--- config.mk ---
export PLATFORM = sky130hd
export DESIGN_NAME = uart_tx
export DESIGN_NICKNAME = d
export VERILOG_FILES = /design/src/rtl/uart_tx.sv
export SDC_FILE = /design/constraint.sdc
export NUM_CORES = 1
export LEC_CHECK = 0
export BUFFER_PORTS_ARGS = -buffer_cell sky130_fd_sc_hd__clkbuf_2
export CORE_MARGIN = 2
export CORE_UTILIZATION = 57
export CTS_BUF_LIST = sky130_fd_sc_hd__clkbuf_2 sky130_fd_sc_hd__clkbuf_4 sky130_fd_sc_hd__clkbuf_8
export CTS_CLUSTER_SIZE = 10
export DETAILED_ROUTE_END_ITERATION = 12
export PLACE_DENSITY_LB_ADDON = 0.12
export SLEW_MARGIN = 20
export SYNTH_ARGS = -nofsm -noshare
export SYNTH_HDL_FRONTEND = slang
export SYNTH_SLANG_ARGS = --single-unit
export TNS_END_PERCENT = 10
--- constraint.sdc ---
create_clock -name clkTx -period 2.4 [get_ports clkTx]
set_clock_uncertainty 0.1 [all_clocks]
set_input_delay 0.24 -clock clkTx [delete_from_list [all_inputs] [get_ports clkTx]]
set_output_delay 0.24 -clock clkTx [all_outputs]
set_load 0.02 [all_outputs]
--- src/rtl/uart_tx.sv ---
// UART transmitter: start, 8 data bits LSB-first, optional parity, stop bit(s).
// Accepts bytes over valid/ready; a one-entry holding buffer allows gapless frames.
//
// Ports:
//   clkTx        transmit clock, rising edge
//   rstN         asynchronous active-low reset
//   txData       byte to send, sampled when txValid && txReady
//   txValid      source has a byte
//   txReady      holding buffer empty
//   serialOutput registered serial line, idle high
//   txBusy       a frame is on the line
//   txDone       one-cycle pulse when the last stop bit completes
module uart_tx #(
    parameter int clocksPerBit = 87,
    parameter int parityMode   = 0,
    parameter int stopBits     = 1
) (
    input  logic       clkTx,
    input  logic       rstN,
    input  logic [7:0] txData,
    input  logic       txValid,
    output logic       txReady,
    output logic       serialOutput,
    output logic       txBusy,
    output logic       txDone
);

    localparam int BitCntW  = $clog2(clocksPerBit);
    localparam int StopCntW = $clog2(2 * clocksPerBit);

    localparam logic [BitCntW-1:0]  bitLast  = BitCntW'(clocksPerBit - 1);
    localparam logic [StopCntW-1:0] stopLast = StopCntW'(stopBits * clocksPerBit - 1);
    localparam logic [BitCntW-1:0]  bitOne   = BitCntW'(1);
    localparam logic [StopCntW-1:0] stopOne  = StopCntW'(1);
    localparam logic                oddSel   = (parityMode == 2);
    localparam logic                hasParity = (parityMode != 0);

    typedef enum logic [2:0] {
        IDLE,
        START,
        DATA,
        PARITY,
        STOP
    } txStateT;

    txStateT             state, stateNext;
    logic [BitCntW-1:0]  bitCnt, bitCntNext;
    logic [StopCntW-1:0] stopCnt, stopCntNext;
    logic [2:0]          bitIndex, bitIndexNext;
    logic [7:0]          shiftReg, shiftNext;
    logic [7:0]          holdBuf, holdBufNext;
    logic                bufFull, bufFullNext;
    logic                lineNext;
    logic                doneNext;
    logic                accept;
    logic                stopEnd;

    assign txReady = !bufFull;
    assign txBusy  = (state != IDLE);
    assign accept  = txValid && txReady;
    assign stopEnd = (state == STOP) && (stopCnt == stopLast);

    always_ff @(posedge clkTx or negedge rstN) begin
        if (!rstN) begin
            state        <= IDLE;
            bitCnt       <= '0;
            stopCnt      <= '0;
            bitIndex     <= '0;
            shiftReg     <= '0;
            holdBuf      <= '0;
            bufFull      <= 1'b0;
            serialOutput <= 1'b1;
            txDone       <= 1'b0;
        end else begin
            state        <= stateNext;
            bitCnt       <= bitCntNext;
            stopCnt      <= stopCntNext;
            bitIndex     <= bitIndexNext;
            shiftReg     <= shiftNext;
            holdBuf      <= holdBufNext;
            bufFull      <= bufFullNext;
            serialOutput <= lineNext;
            txDone       <= doneNext;
        end
    end

    always_comb begin
        stateNext    = state;
        bitCntNext   = bitCnt;
        stopCntNext  = stopCnt;
        bitIndexNext = bitIndex;
        shiftNext    = shiftReg;
        holdBufNext  = holdBuf;
        bufFullNext  = bufFull;
        doneNext     = 1'b0;
        lineNext     = 1'b1;

        // Mid-frame bytes wait in the buffer; at the stop-end edge an
        // accepted byte is loaded straight into the shifter instead.
        if (accept && (state != IDLE) && !stopEnd) begin
            holdBufNext = txData;
            bufFullNext = 1'b1;
        end

        unique case (state)
            IDLE: begin
                if (accept) begin
                    shiftNext  = txData;
                    bitCntNext = '0;
                    stateNext  = START;
                end
            end
            START: begin
                if (bitCnt == bitLast) begin
                    bitCntNext   = '0;
                    bitIndexNext = '0;
                    stateNext    = DATA;
                end else begin
                    bitCntNext = bitCnt + bitOne;
                end
            end
            DATA: begin
                if (bitCnt == bitLast) begin
                    bitCntNext = '0;
                    if (bitIndex == 3'd7) begin
                        stopCntNext = '0;
                        stateNext   = hasParity ? PARITY : STOP;
                    end else begin
                        bitIndexNext = bitIndex + 3'd1;
                    end
                end else begin
                    bitCntNext = bitCnt + bitOne;
                end
            end
            PARITY: begin
                if (bitCnt == bitLast) begin
                    bitCntNext  = '0;
                    stopCntNext = '0;
                    stateNext   = STOP;
                end else begin
                    bitCntNext = bitCnt + bitOne;
                end
            end
            STOP: begin
                if (stopEnd) begin
                    doneNext    = 1'b1;
                    stopCntNext = '0;
                    bitCntNext  = '0;
                    if (bufFull) begin
                        shiftNext   = holdBuf;
                        bufFullNext = 1'b0;
                        stateNext   = START;
                    end else if (accept) begin
                        shiftNext = txData;
                        stateNext = START;
                    end else begin
                        stateNext = IDLE;
                    end
                end else begin
                    stopCntNext = stopCnt + stopOne;
                end
            end
            default: begin
                stateNext    = IDLE;
                bitCntNext   = '0;
                stopCntNext  = '0;
                bitIndexNext = '0;
                bufFullNext  = 1'b0;
            end
        endcase

        // The line register follows the state being entered, so each level
        // appears on the same edge that starts its bit period.
        unique case (stateNext)
            IDLE:    lineNext = 1'b1;
            START:   lineNext = 1'b0;
            DATA:    lineNext = shiftNext[bitIndexNext];
            PARITY:  lineNext = (^shiftNext) ^ oddSel;
            STOP:    lineNext = 1'b1;
            default: lineNext = 1'b1;
        endcase
    end

endmodule
==> reports/qor.csv, run 1 <==
stage,metric,value,unit
sta,fin_setup_tns,-0.0843,ns
floorplanning,core,4090,um^2
drt,num_vias,2130,
sta,setup_viol,1,
synthesis,synth_xor_area_share,3.52,%
grt,grt_pass1_vias,2039,
clock_tree,cts.sink_count,40,
setup_path,setup.worst_path.end,serialOutput$_DFF_PN1_,
floorplanning,num_rows,23,
setup_path,crit_buf_inv,1,
synthesis,synthMuxAreaShare,11.6,%
synthesis,yosys-top-cells-count,"dfrtp_1, nor2_1, o21ai_0, nand2_1, mux2i_1",
floorplanning,start_util,60.1,%
place,place_area,2800,um^2
synthesis,ys_top_cells_by_area,"dfrtp_1, mux2i_1, o21ai_0",
setup_path,rrSetupSlack,-0.08,ns
floorplanning,die_h,69.6,um
sta,rsz0062_at_grt,true,
setup_path,worst-setup-path-type,flip-flop to flip-flop,
place,dp_cells,346,
synthesis,synth_top_family_by_area,compound AO/OA/AOI/OAI gates,
setup_path,crit_path_start,state[1]$_DFF_PN0_,
setup_path,worstPathMaxFanout,5,
power,power.leakage,1.27,nW
synthesis,syn_avg_cell_area,9.56,um^2
place,place_hpwl,4110,um
sta,period_share,104,%
floorplanning,ios,15,
sta,drv_slew,0,
final_layout,final_cells,359,
place,place_congestion,0.883,
synthesis,ys_ff_latch,40,
synthesis,synth_top_cell_by_area,dfrtp_1,
grt,grtUsageTotal,25.0,%
setup_path,crit_top_cell,xnor2_2,
synthesis,synthAdderAreaFrac,2.55,%
setup_path,end_kind,flip-flop,
setup_path,path_cells,or3b_1 -> nor3_4 -> buf_6 -> nand2_1 -> o211a_1 -> xnor2_2 -> xnor2_2 -> xnor2_1 -> o31ai_1,
power,ir_worst_vdd,0.480,mV
drt,drt_iter0_markers,171,
clock_tree,clockBufferDepth,2,
grt,overflow,0,
synthesis,synth_compound_area_share,19.4,%
sta,relSlewSlack,51.2,%
sta,max_freq,403,MHz
status,violations,negative setup slack,
clock_tree,htreeDepth,2,
sta,worstMarginPinSlew,0.730,ns
setup_path,r2r-end,serialOutput$_DFF_PN1_,
floorplanning,die_w,69.6,um
drt,dr.pass1.iters,4,
drt,drcViolationCount,0,
clock_tree,cts_tree,done,
setup_path,cpPeakStageDelay,0.45,ns
synthesis,yosysMostFrequentCell,dfrtp_1,
min_path,hp-class,input port to flip-flop,
synthesis,synth.distinct_cells,59,
grt,antenna_found_initial,0,
drt,wirelength,5960,um
final_layout,final_nets,324,
power,power-per-cell-area,403,nW/um^2
setup_path,cp-start-kind,flip-flop,
final_layout,drive_gt1_share,32.0,%
synthesis,ys_seq_area_share,40.8,%
drt,wire_per_inst,16.6,um
place,port_buffers,14,
synthesis,syn_inst,257,
sta,post-route-min-period,2.48,ns
final_layout,diodes,0,
synthesis,synth_top_flop_cell,dfrtp_1,
clock_tree,clock_latency,0.30,ns
synthesis,yosys_warnings,0,
setup_path,crit_required,2.51,ns
floorplanning,die-area,4850,um^2
drt,viasPerCell,5.93,
synthesis,yosysTopAreaCellShare,39.7,%
clock_tree,clk_pin_slew,0.08,ns
synthesis,synth_edf_count,0,
status,run_status,"complete, but fails checks",
synthesis,netlist_area,2460,um^2
synthesis,yosys.area_share.simple,18.7,%
setup_path,crit_family,simple AND/OR/NAND/NOR gates,
sta,finalHoldViolCount,0,
setup_path,r2r_start,state[1]$_DFF_PN0_,
setup_path,reg2reg_depth,9,
grt,grt_start_max_net_pins,41,
synthesis,synth_nets,273,
sta,setup_slack,-0.0843,ns
run,cap_violations,0,
setup_path,crit_slowest_cell,dfrtp_1,
grt,grt_pass1_wl,9650,um
drt,ant_nets,0,
setup_path,crit_arrival,2.59,ns
clock_tree,cts_made_buffers,5,
synthesis,synthArstFlopShare,100,%
final_layout,syn2layout_area_growth,23.5,%
final_layout,final_area,3030,um^2
setup_path,cp.depth,9,
clock_tree,clockRootBuffer,clkbuf_8,
## registers in the layout (all words and copies together), names as in the netlist
name / flops
txDone: 1
stopCnt: 8
bufFull: 1
shiftReg: 8
bitIndex: 3
state: 3
bitCnt: 7
serialOutput: 1
holdBuf: 8
## repair_timing
action | 4_1_cts | 5_1_grt
gates cloned | 0 | 0
hold endpoints to repair | 39 | 0
endpoints found under the setup margin | 1 | 1
hold buffers | 1 | 0
buffers inserted | 1 | 3
resized for setup | 4 | 13
pin swaps | 4 | 5
## routing by layer
metal | track usage, % | vias up | share of wire (%)
li1 | - | 1026 | -
met1 | 35.0 | 1053 | 47
met2 | 40.4 | 45 | 48
met3 | 4.94 | 6 | 4.1
met4 | 5.77 | 0 | 0.92
met5 | 0 | - | 0
## kinds of logic (layout without fill, tap and decap cells)
group | count (synthesis) | count (layout)
and+or+nand+nor | 89 | 89
AOI/OAI and AO/OA | 68 | 68
DFF | 40 | 40
muxes | 27 | 27
buffers and inverters | 19 | 71
xor gates and xnor gates | 9 | 9
adders and majority gates | 5 | 5
## layout by cell type (no fill, tap or decap), types with 2 or more instances in the layout
cell	instances
xnor2_1	5
mux2i_1	16
o22ai_1	3
mux2_2	11
clkbuf_2	14
ha_1	4
buf_4	39
inv_1	7
nand2_1	21
nor2_1	26
dfrtp_1	38
and2_1	3
and3_1	5
or3_1	3
clkbuf_8	5
nor3_1	2
a32oi_1	2
nand3_1	7
o21ai_0	26
nor2b_1	2
xnor2_2	2
a311oi_2	2
a21oi_1	9
or2_2	3
nand2b_1	7
clkbuf_4	2
a22oi_1	2
o31ai_1	6
## through the flow
step,setup WS (ns),total power (W),hold slack [ns],utilization (%)
6_report,-0.0843,0.00122,0.0846,74.2
5_1_grt,-0.212,0.00128,0.0858,74.2
4_1_cts,-0.00767,0.00123,0.0857,72.0
3_5_place_dp,-0.0773,0.000771,0.230,68.6
3_3_place_gp,-0.0108,0.000768,0.229,68.6
2_1_floorplan,-0.0158,0.000738,-0.156,-
## worst min-delay path by stage
| stage | from | endpoint | slack [ns] | cells after the start |
|---|---|---|---|---|
| after floorplan | rstN | bitCnt[0]$_DFFE_PN0P_ | -0.16 | 0 |
| after global placement | rstN | stopCnt[2]$_DFFE_PN0P_ | 0.23 | 2 |
| after detailed placement | rstN | stopCnt[2]$_DFFE_PN0P_ | 0.23 | 2 |
| after CTS | txData[2] | holdBuf[2]$_DFFE_PN0P_ | 0.09 | 2 |
| after global routing | txData[2] | holdBuf[2]$_DFFE_PN0P_ | 0.09 | 2 |
| final | txData[2] | holdBuf[2]$_DFFE_PN0P_ | 0.08 | 2 |
## cell type report
type                       count  area (um^2)
multi-input combinational    198         1460
fill                         293         1050
inverter                       8         30.0
sequential                    40         1000
tap                           50         62.6
clock inverter                 1         5.00
clock buffer                   7         83.8
timing repair buffer          55          384
## where the power goes
part / internal, W / switching, W
logic: 0.0000283 / 0.0000302
clock network: 0.000227 / 0.000237
registers: 0.000691 / 0.00000866
total: 0.000946 / 0.000276
Note: power is estimated with default switching activity, not from simulation.
==> run 2, diff against run 1 <==
Settings changed: CORE_MARGIN 2 to 4.
==> run 2 against run 1 <==
  * The run still ends with negative setup slack left
  * Non-clock buffer count is 1 lower
  * Power up 2.1%
  * Combinational power shrank 2%
  * Die area rose by 12%
  * Sequential share of layout area increased by 0.32 points
  * Global-route usage decreased by 1.5 points
  * Final cell count decreased by 0.28%
  * Routed wire length down 1.3%
  * Sequential power barely moved
==> reports/qor.csv, run 2 (same netlist as run 1, synthesis figures left out) <==
stage,metric,value,unit
drt,dr.pass1.iters,5,
setup_path,end_kind,flip-flop,
drt,drt_iter0_markers,159,
power,ir_worst_vdd,0.368,mV
floorplanning,die-area,5420,um^2
drt,drcViolationCount,0,
setup_path,crit_family,compound AO/OA/AOI/OAI gates,
clock_tree,clk_pin_slew,0.08,ns
setup_path,cp-start-kind,flip-flop,
sta,max_freq,405,MHz
drt,wire_per_inst,16.4,um
drt,num_vias,2109,
min_path,hp-class,input port to flip-flop,
min_path,hold_start,txData[2],
drt,ant_nets,0,
sta,fin_setup_tns,-0.0701,ns
min_path,min_path_cells,2,
power,power.leakage,1.24,nW
sta,finalHoldViolCount,0,
sta,setup_viol,1,
setup_path,path_cells,nand2b_1 -> a211oi_2 -> mux2i_2 -> o31ai_4 -> mux2i_1 -> a31o_2 -> a311oi_2 -> o31ai_1,
place,place_ws,-0.0875,ns
clock_tree,clockRootBuffer,clkbuf_8,
sta,post-route-min-period,2.47,ns
place,place_hpwl,4070,um
sta,rsz0062_at_grt,true,
final_layout,layout_common_cells,"dfrtp_1, buf_4, o21ai_0, nor2_1, nand2_1",
clock_tree,htreeDepth,2,
grt,antenna_found_initial,0,
final_layout,syn2layout_area_growth,22.3,%
setup_path,crit_required,2.53,ns
setup_path,r2r-end,serialOutput$_DFF_PN1_,
min_path,holdPathEnd,holdBuf[2]$_DFFE_PN0P_,
final_layout,top_regs,"holdBuf: 8 flops, shiftReg: 8 flops, stopCnt: 8 flops",
floorplanning,die_h,73.6,um
setup_path,crit_slowest_cell,o31ai_4,
grt,grt_pass1_wl,9770,um
status,run_status,"complete, but fails checks",
setup_path,cp.depth,8,
floorplanning,die_w,73.6,um
clock_tree,cts_tree,done,
setup_path,crit_arrival,2.60,ns
clock_tree,clock_latency,0.30,ns
power,power-per-cell-area,415,nW/um^2
final_layout,final_nets,323,
clock_tree,cts.sink_count,40,
grt,overflow,0,
floorplanning,ios,15,
sta,drv_slew,0,
setup_path,crit_buf_inv,0,
setup_path,reg2reg_depth,8,
setup_path,worst-setup-path-type,flip-flop to flip-flop,
clock_tree,clockBufferDepth,2,
final_layout,diodes,0,
floorplanning,start_util,60.1,%
run,cap_violations,0,
setup_path,rrSetupSlack,-0.07,ns
grt,grtUsageTotal,23.5,%
sta,setup_slack,-0.0701,ns
grt,grt_pass1_vias,1998,
status,violations,negative setup slack,
sta,period_share,103,%
grt,grt_start_max_net_pins,41,
place,place_congestion,0.878,
clock_tree,cts_made_buffers,5,
sta,worstMarginPinSlew,0.675,ns
drt,viasPerCell,5.89,
floorplanning,core,4090,um^2
place,port_buffers,14,
setup_path,cpPeakStageDelay,0.43,ns
final_layout,drive_gt1_share,31.2,%
sta,relSlewSlack,54.8,%
drt,wirelength,5880,um
setup_path,r2r_start,bitCnt[5]$_DFFE_PN0P_,
setup_path,worstPathMaxFanout,6,
floorplanning,num_rows,23,
## run 2: what timing repair did
item,4_1_cts,5_1_grt
endpoints found under the setup margin,1,1
pin swaps,2,6
buffers inserted,1,4
gates resized for setup,7,7
hold endpoints to repair,39,0
hold buffers,1,0
## run 2: worst max path at each step
stage / startpoint / endpoint / slack (ns)
floorplan: bufFull$_DFF_PN0_ / serialOutput$_DFF_PN1_ / -0.02
global placement: stopCnt[0]$_DFFE_PN0P_ / serialOutput$_DFF_PN1_ / -0.02
detailed placement: stopCnt[0]$_DFFE_PN0P_ / serialOutput$_DFF_PN1_ / -0.09
CTS: bitCnt[0]$_DFFE_PN0P_ / serialOutput$_DFF_PN1_ / 0.007
global route: bitCnt[0]$_DFFE_PN0P_ / serialOutput$_DFF_PN1_ / -0.18
finish: bitCnt[5]$_DFFE_PN0P_ / serialOutput$_DFF_PN1_ / -0.07
## run 2: power breakdown
| group | total (W) | internal (W) | leakage (nW) | switching [W] |
|---|---|---|---|---|
| logic | 0.0000575 | 0.0000283 | 0.697 | 0.0000293 |
| clock network | 0.000491 | 0.000245 | 0.0479 | 0.000246 |
| registers | 0.000699 | 0.000691 | 0.497 | 0.00000783 |
## run 2: metal layers
layer  track usage (%)  wire, um  up-vias
met5                 0         0        -
met4              6.44        57        0
met3              6.16       313        6
met2              35.3      2750       71
met1              33.5      2760     1004
li1                  -         -     1028
## run 2: final cells by class
type / instances / area [um^2]
clock buffer: 7 / 90.1
clock inverter: 1 / 7.51
fill: 306 / 1080
inverter: 8 / 30.0
multi-input combinational: 198 / 1430
sequential: 40 / 1000
tap: 50 / 62.6
timing repair buffer: 54 / 377
## run 2: per-stage QoR
stage	cells	total power, W	util, %	hold WS (ns)	instance area, um^2
final	358	0.00125	73.5	0.0809	3000
after global routing	358	0.00129	73.5	0.0802	3000
after CTS	354	0.00126	72.1	0.0750	2950
after detailed placement	344	0.000769	68.2	0.229	2790
after global placement	344	0.000768	68.2	0.229	2790
after floorplan	257	0.000738	-	-0.156	2460
